===== src/rtl/regfile_banked.sv =====
// Banked CPU register file with optional write-to-read bypass, optional
// hardwired-zero register 0, and a sequential bank-to-bank copy engine that
// supports context save and restore.
module regfile_banked #(
    parameter int WIDTH   = 8,
    parameter int DEPTH   = 8,
    parameter int NBANKS  = 2,
    parameter bit BYPASS  = 1'b1,
    parameter bit ZERO_R0 = 1'b0,
    localparam int ADDR_W = $clog2(DEPTH),
    localparam int BANK_W = $clog2(NBANKS)
) (
    input  logic              clk,
    input  logic              rst_n,
    input  logic [BANK_W-1:0] bank_sel,
    input  logic              we,
    input  logic [ADDR_W-1:0] rd_in,
    input  logic [WIDTH-1:0]  data,
    input  logic [ADDR_W-1:0] rs1_in,
    input  logic [ADDR_W-1:0] rs2_in,
    output logic [WIDTH-1:0]  rs1_out,
    output logic [WIDTH-1:0]  rs2_out,
    input  logic              copy_start,
    input  logic [BANK_W-1:0] copy_src,
    input  logic [BANK_W-1:0] copy_dst,
    output logic              copy_busy,
    output logic              copy_done,
    input  logic [BANK_W-1:0] debug_bank,
    input  logic [ADDR_W-1:0] debug_reg_select,
    output logic [WIDTH-1:0]  debug_reg_value
);

    typedef enum logic [1:0] {
        S_IDLE,
        S_COPY,
        S_DONE
    } state_e;

    localparam logic [ADDR_W-1:0] LAST_IDX = ADDR_W'(DEPTH - 1);

    logic [WIDTH-1:0]  regs_q [NBANKS][DEPTH];
    state_e            state_q;
    logic [ADDR_W-1:0] idx_q;
    logic [BANK_W-1:0] src_q;
    logic [BANK_W-1:0] dst_q;
    logic              busy_q;
    logic              done_q;

    logic              port_we;
    logic              copy_we;

    // Register 0 is read-only when it is hardwired to zero.
    assign port_we = we && !(ZERO_R0 && (rd_in == '0));
    assign copy_we = (state_q == S_COPY) && !(ZERO_R0 && (idx_q == '0));

    // Copy engine: latch the request, walk every index once, then pulse done.
    // NOTE: state is updated with non-blocking assignments so every branch sees the pre-edge values.
    always_ff @(posedge clk or negedge rst_n) begin
        if (!rst_n) begin
            state_q <= S_IDLE;
            idx_q   <= '0;
            src_q   <= '0;
            dst_q   <= '0;
            busy_q  <= 1'b0;
            done_q  <= 1'b0;
        end else begin
            case (state_q)
                S_IDLE: begin
                    done_q <= 1'b0;
                    if (copy_start) begin
                        src_q <= copy_src;
                        dst_q <= copy_dst;
                        idx_q <= '0;
                        if (copy_src != copy_dst) begin
                            state_q <= S_COPY;
                            busy_q  <= 1'b1;
                        end else begin
                            state_q <= S_DONE;
                            done_q  <= 1'b1;
                        end
                    end
                end
                S_COPY: begin
                    if (idx_q == LAST_IDX) begin
                        state_q <= S_DONE;
                        idx_q   <= '0;
                        busy_q  <= 1'b0;
                        done_q  <= 1'b1;
                    end else begin
                        idx_q <= idx_q + ADDR_W'(1);
                    end
                end
                S_DONE: begin
                    state_q <= S_IDLE;
                    done_q  <= 1'b0;
                end
                default: begin
                    state_q <= S_IDLE;
                    busy_q  <= 1'b0;
                    done_q  <= 1'b0;
                end
            endcase
        end
    end

    // Storage: copy write first, port write last so a port write to the same
    // entry overrides the copied value.
    // NOTE: the array is reset because the architectural state must read zero after reset.
    always_ff @(posedge clk or negedge rst_n) begin
        if (!rst_n) begin
            for (int b = 0; b < NBANKS; b++) begin
                for (int r = 0; r < DEPTH; r++) begin
                    regs_q[b][r] <= '0;
                end
            end
        end else begin
            if (copy_we) begin
                regs_q[dst_q][idx_q] <= regs_q[src_q][idx_q];
            end
            if (port_we) begin
                regs_q[bank_sel][rd_in] <= data;
            end
        end
    end

    // Read ports: zero register, then same-cycle bypass, then stored value.
    // NOTE: every output gets a default first so no latch is inferred.
    always_comb begin
        rs1_out = regs_q[bank_sel][rs1_in];
        rs2_out = regs_q[bank_sel][rs2_in];
        if (BYPASS && we && (rd_in == rs1_in)) begin
            rs1_out = data;
        end
        if (BYPASS && we && (rd_in == rs2_in)) begin
            rs2_out = data;
        end
        if (ZERO_R0 && (rs1_in == '0)) begin
            rs1_out = '0;
        end
        if (ZERO_R0 && (rs2_in == '0)) begin
            rs2_out = '0;
        end
    end

    // Debug port shows stored state only, never the bypass path.
    always_comb begin
        debug_reg_value = regs_q[debug_bank][debug_reg_select];
        if (ZERO_R0 && (debug_reg_select == '0)) begin
            debug_reg_value = '0;
        end
    end

    assign copy_busy = busy_q;
    assign copy_done = done_q;

endmodule


===== config.mk =====
export PLATFORM = sky130hd
export DESIGN_NAME = regfile_banked
export DESIGN_NICKNAME = d
export VERILOG_FILES = /design/src/rtl/regfile_banked.sv
export SDC_FILE = /design/constraint.sdc
export NUM_CORES = 1
export LEC_CHECK = 0
export ABC_AREA = 1
export ABC_CLOCK_PERIOD_IN_PS = 2500
export CELL_PAD_IN_SITES_DETAIL_PLACEMENT = 2
export CELL_PAD_IN_SITES_GLOBAL_PLACEMENT = 2
export CORE_UTILIZATION = 35
export CTS_CLUSTER_SIZE = 25
export DETAILED_ROUTE_END_ITERATION = 12
export DONT_BUFFER_PORTS = 1
export PLACE_DENSITY_LB_ADDON = 0.1
export RECOVER_POWER = 25
export SETUP_SLACK_MARGIN = 0.3
export SLEW_MARGIN = 20
export SYNTH_ARGS = -nofsm -noshare
export SYNTH_HDL_FRONTEND = slang
export SYNTH_SLANG_ARGS = --single-unit

===== constraint.sdc =====
create_clock -name clk -period 2.5 [get_ports clk]
set_clock_uncertainty 0.2 [all_clocks]
set_input_delay 0.5 -clock clk [delete_from_list [all_inputs] [get_ports clk]]
set_output_delay 0.5 -clock clk [all_outputs]
set_load 0.02 [all_outputs]

* Word-level counts from Yosys, hierarchy flattened
Cells that the tools add are included.
** Cells by class
- $add $sub $neg :: 1
- $lt $le $gt $ge :: 13
- Eq/ne operators :: 9
- Muxes and demuxes :: 50
- Bitwise gates (word level) :: 10
- Reductions and logical operators :: 12
** Operators by type and width (count)
- 64-bit two-way mux :: 11
- 128-bit bitwise mux :: 2
- 128-bit two-way mux :: 2
- 64-bit demux with 1-bit select :: 2
- 8-bit binary-select mux with 3-bit select :: 4
- 8-bit two-way mux :: 12
- 8-bit demux with 3-bit select :: 2
- 4-bit greater-or-equal comparator, second input constant :: 5
- 3-bit inverter with 4-bit output :: 5
- 2-bit greater-or-equal comparator, second input constant :: 4
- 4-bit by 1-bit < comparator with 1-bit output, second input constant :: 2
- 1-bit inverter with 2-bit output :: 4
- 3-bit equality test :: 2
- 1-bit logical AND :: 6
- 1-bit two-way mux :: 6
- 2-bit two-way mux :: 3
- 3-bit two-way mux :: 2
- 3-bit case mux with 2 select lines :: 1
- 2-bit AND reduction :: 3
- 2-bit by 1-bit < comparator with 1-bit output, second input constant :: 2
- 2-bit != test, second input constant :: 2
- 2-bit case mux with 2 select lines :: 1
- 4-bit AND reduction :: 1
- 3-bit by 1-bit adder with 3-bit output, second input constant :: 1
- other kinds (10) :: 10
** Word-level totals
- Register bits :: 137
- Input port bits :: 28
- Output and inout port bits :: 26

* Depth between registers and ports, before layout
- Depth after elaboration :: 11
- Mapped depth :: 13

* Worst setup path before layout
Ideal clock, no wire load.
- Kind :: input -> output
- From :: in rs1_in[1]
- To :: out rs1_out[1]
- Arrival :: 1.697 ns
- Data required time :: 1.800 ns
- Path slack :: 0.103 ns
- Stages :: 7
- Path buffers :: 1
- Path through :: buf_2 -> clkinv_1 -> a221oi_1 -> nand2_1 -> inv_2 -> nand2_1 -> nand2_1
** Between the ends
- Longest elaborated chain between the ends :: 5
- Elaborated cells on any way between the ends :: 7
- Classes of those cells :: 1 x eq/ne; 4 x mux; 1 x bitwise; 1 x reduce/logical
** Ends and longest elaborated chain
- start: declaration :: line 19 : input logic [ADDR_W-1:0] rs1_in,
- 3-bit inverter with 4-bit output (not written as such) :: line 129 : rs1_out = regs_q[bank_sel][rs1_in];
- 8-bit binary-select mux with 3-bit select :: line 129
- 8-bit two-way mux (not written as such) (2 in a row) :: line 129
- 8-bit two-way mux * :: line 131 : if (BYPASS && we && (rd_in == rs1_in)) begin
- end: declaration :: line 21 : output logic [WIDTH-1:0] rs1_out,
Every way passes the cells marked *; elsewhere a longest branch is shown, timed or not. The select of a mux whose other input is x is not followed.

* Final worst setup path
- From :: reg regs_q[114] (netlist bit)
- To :: out debug_reg_value[2]
** Between the ends
- Longest elaborated chain between the ends :: 6
** Ends and longest elaborated chain
- start: declaration :: line 41 : logic [WIDTH-1:0] regs_q [NBANKS][DEPTH];
- start signal: indexed assignment :: line 118 : regs_q[dst_q][idx_q] <= regs_q[src_q][idx_q];
- start signal: indexed assignment :: line 121 : regs_q[bank_sel][rd_in] <= data;
- 64-bit two-way mux (not written as such) (3 in a row) :: line 147 : debug_reg_value = regs_q[debug_bank][debug_reg_select];
- 8-bit binary-select mux with 3-bit select :: line 147
- 8-bit two-way mux (not written as such) (2 in a row) :: line 147
- end: declaration :: line 30 : output logic [WIDTH-1:0] debug_reg_value
Every way passes these cells. The select of a mux whose other input is x is not followed.

==> impl_metrics.yaml <==
sta:
  fin_ws_ps: -356
  grt_setup_unrepaired: "true"
  tightest_slew_ps: 861
  slew_violations: 0
  setup_viol: 9
  period_share_pct: 114
  finalHoldWorstSlack_ps: -470
  fin_crit_ps: 2860
  hold_viol_final: 137
  clock.fmax_ghz: 0.350
  max_slew_margin_pct: 42.4
global_routing:
  antenna_found_initial: 2
  grt_pass1_vias: 15283
  grt_pass1_wl_um: 99900
  groute.usage.overall_pct: 41.7
  grt_max_degree: 138
  grt-ovfl-total: 0
drt:
  routed_wl_um: 76400
  drtIter0Drc: 1455
  vias: 15069
  first_pass_iters: 5
  wl_per_cell_um: 32.8
  drtAntennaViolNets: 0
  via_per_inst: 6.47
  drc_errors: 0
worst_setup_path:
  cp-startpoint: "regs_q[114]"
  r2r-end: "regs_q[18]"
  start_kind: "register"
  crit_arrival_ps: 2160
  r2r-start: "src_q"
  crit_path_max_fanout: 2
  worstPathRequired_ps: 1800
  cp_cell_sequence: "buf_4 > o21ai_2 > a21oi_1 > o211ai_1 > nand2_2"
  slowest_delay_ps: 590
  ff2ff_path_depth: 10
  crit_path_end: "debug_reg_value[2]"
  crit_type: "register to primary output"
  endpoint_kind: "primary output"
  crit_path_top_delay_cell: "a21oi_1"
  rrSetupSlack_ps: 190
synth:
  async_reset_ff_share_pct: 100
  synthCells: 1838
  synth-edff-count: 0
  ys_warn_count: 0
  synth-seq-cells: 137
  synth_ff_type: "dfrtp_1"
  synth.cell_area_sq_um: 11200
  netlist-cell-type-count: 30
  syn_avg_cell_area_sq_um: 6.11
  syn-num-nets: 1868
  yosysSeqAreaShare_pct: 30.5
power:
  powerDensity_nw_per_um2: 1460
  power_frac_seq_pct: 22.0
  p_sw_mw: 11.2
  combPwrFrac_pct: 63.9
  irDropWorstVdd_mv: 0.800
  p_int_mw: 9.62
  p_sw_share_pct: 53.8
  cellLeakagePower_nw: 6.28
  pwr-share-clk_pct: 14.1
min_path:
  hold_class: "primary input to asynchronous set/reset pin"
placement:
  port_buffers: 0
  pre_cts_ws_ps: 84.1
  hpwlAfterDp_um: 45200
  gp_congestion: 0.937
cts:
  cts_sinks: 137
  root_buffer: "clkbuf_16"
  postCtsHoldBufs: 8
  clockBufferDepth: 2
  cts_buffers: 17
  tritoncts: "built"
  clock_latency_ps: 470
  htreeDepth: 4
  path_clk_slew_ps: 70
final_layout:
  final_util_pct: 45.2
  finalNetCount: 1942
  syn2layout_area_growth_pct: 27.0
  drive_above_1_share_pct: 25.4
floorplanning:
  die_w_um: 181
  chipHeight_um: 181
  coreArea_sq_um: 31600
  start_util_pct: 35.6
  io_pins: 54
  rows: 65
  dieArea_sq_um: 32800
run_status:
  violations: "negative hold slack, negative setup slack"
  outcome: "finished with violations"
flow_run:
  maxCapViolCount: 0
[cell usage after synthesis (18+ instances only)]
cell,instances,area [sq um]
nand2_1,559,2100
dfrtp_1,137,3430
buf_2,22,110
a21oi_1,270,1350
clkbuf_1,39,146
buf_6,18,203
a21oi_2,30,263
inv_1,129,484
o211ai_1,55,413
nor2_1,178,668
o21ai_0,154,771
nand3_1,149,746
buf_1,20,75.1
[final cells by class]
type	instances	area, sq um
inverter	152	608
antenna	3	7.51
clock inverter	11	169
clock buffer	21	470
tap	402	503
timing repair buffer	160	1560
timing repair inverter	1	11.3
sequential	137	3450
multi-input combinational	1443	7490
fill	3721	17300
[layout by cell type (no fill, tap or decap), types with 51 or more instances in the layout]
| cell | count |
|---|---|
| nand3_1 | 99 |
| a21oi_1 | 259 |
| buf_4 | 117 |
| nor2_1 | 166 |
| dfrtp_1 | 124 |
| inv_2 | 58 |
| nand2_1 | 506 |
| o21ai_0 | 76 |
| o211ai_1 | 55 |
| inv_1 | 84 |
| nand3_2 | 51 |
[kinds of logic (layout without fill, tap and decap cells)]
kind of cell / Yosys count / after routing / synth area share [%]
flip-flops: 137 / 137 / 30.5
AO/OA/AOI/OAI: 527 / 527 / 25.9
multiplexers: 1 / 1 / 0.0891
adder cells (fa/ha/maj): 2 / 2 / 0.223
AND/OR/NAND/NOR: 913 / 913 / 33.0
buffers and inverters: 258 / 345 / 10.3
other: 0 / 3 / 0
[registers in the layout (all words and copies together) (netlist names)]
register,flops
copy_busy,1
src_q,1
copy_done,1
state_q,2
regs_q,128
dst_q,1
idx_q,3
[routing by layer]
layer | track usage, % | part of all wire, %
met5 | 0 | 0
met4 | 30.4 | 9.2
met3 | 7.36 | 7.9
met2 | 68.0 | 44
met1 | 49.4 | 38
[through the flow]
| stage | hold WS [ps] | cell area [sq um] | cells | total power, mW | setup TNS (ps) |
|---|---|---|---|---|---|
| 2_1_floorplan | 4.41 | 11300 | 1838 | 9.35 | 0 |
| 3_3_place_gp | 9.24 | 12000 | 2218 | 13.5 | 0 |
| 3_5_place_dp | 8.49 | 12000 | 2218 | 13.9 | 0 |
| 4_1_cts | -485 | 13500 | 2288 | 17.8 | -91.2 |
| 5_1_grt | -495 | 14300 | 2328 | 21.2 | -1880 |
| 6_report | -470 | 14300 | 2330 | 20.8 | -1350 |
[worst max-delay path, delay by kind of cell (launching register included)]
kind | cells | cell delay, ps
AO/OA/AOI/OAI | 3 | 890
flip-flops | 1 | 400
AND/OR/NAND/NOR | 1 | 230
buffers and inverters | 1 | 160
[power groups by stage]
stage | sequential (mW) | clock [mW] | combinational [mW]
after CTS | 4.36 | 2.90 | 10.5
final | 4.59 | 2.93 | 13.3
after detailed placement | 4.30 | 0 | 9.56
after floorplan | 3.79 | 0 | 5.56
after global routing | 4.60 | 2.99 | 13.6
after global placement | 4.25 | 0 | 9.25
[how the worst min path moves through the flow]
stage                             to   from  depth (start not counted)  slack, ps
after floorplan            copy_busy  rst_n                          0          4
after global placement     copy_done  rst_n                          0          9
after detailed placement   copy_done  rst_n                          0          8
after CTS                 regs_q[42]  rst_n                          0       -490
after global routing      regs_q[42]  rst_n                          0       -500
final                     regs_q[42]  rst_n                          0       -470
[what timing repair did]
item,4_1_cts,5_1_grt
resized for setup,233,103
setup buffers,30,32
setup endpoints to repair,124,125
endpoints found under the hold margin,156,137
cloned,0,7
pin swaps,67,60
No activity file was read; power rests on OpenSTA's default activity.
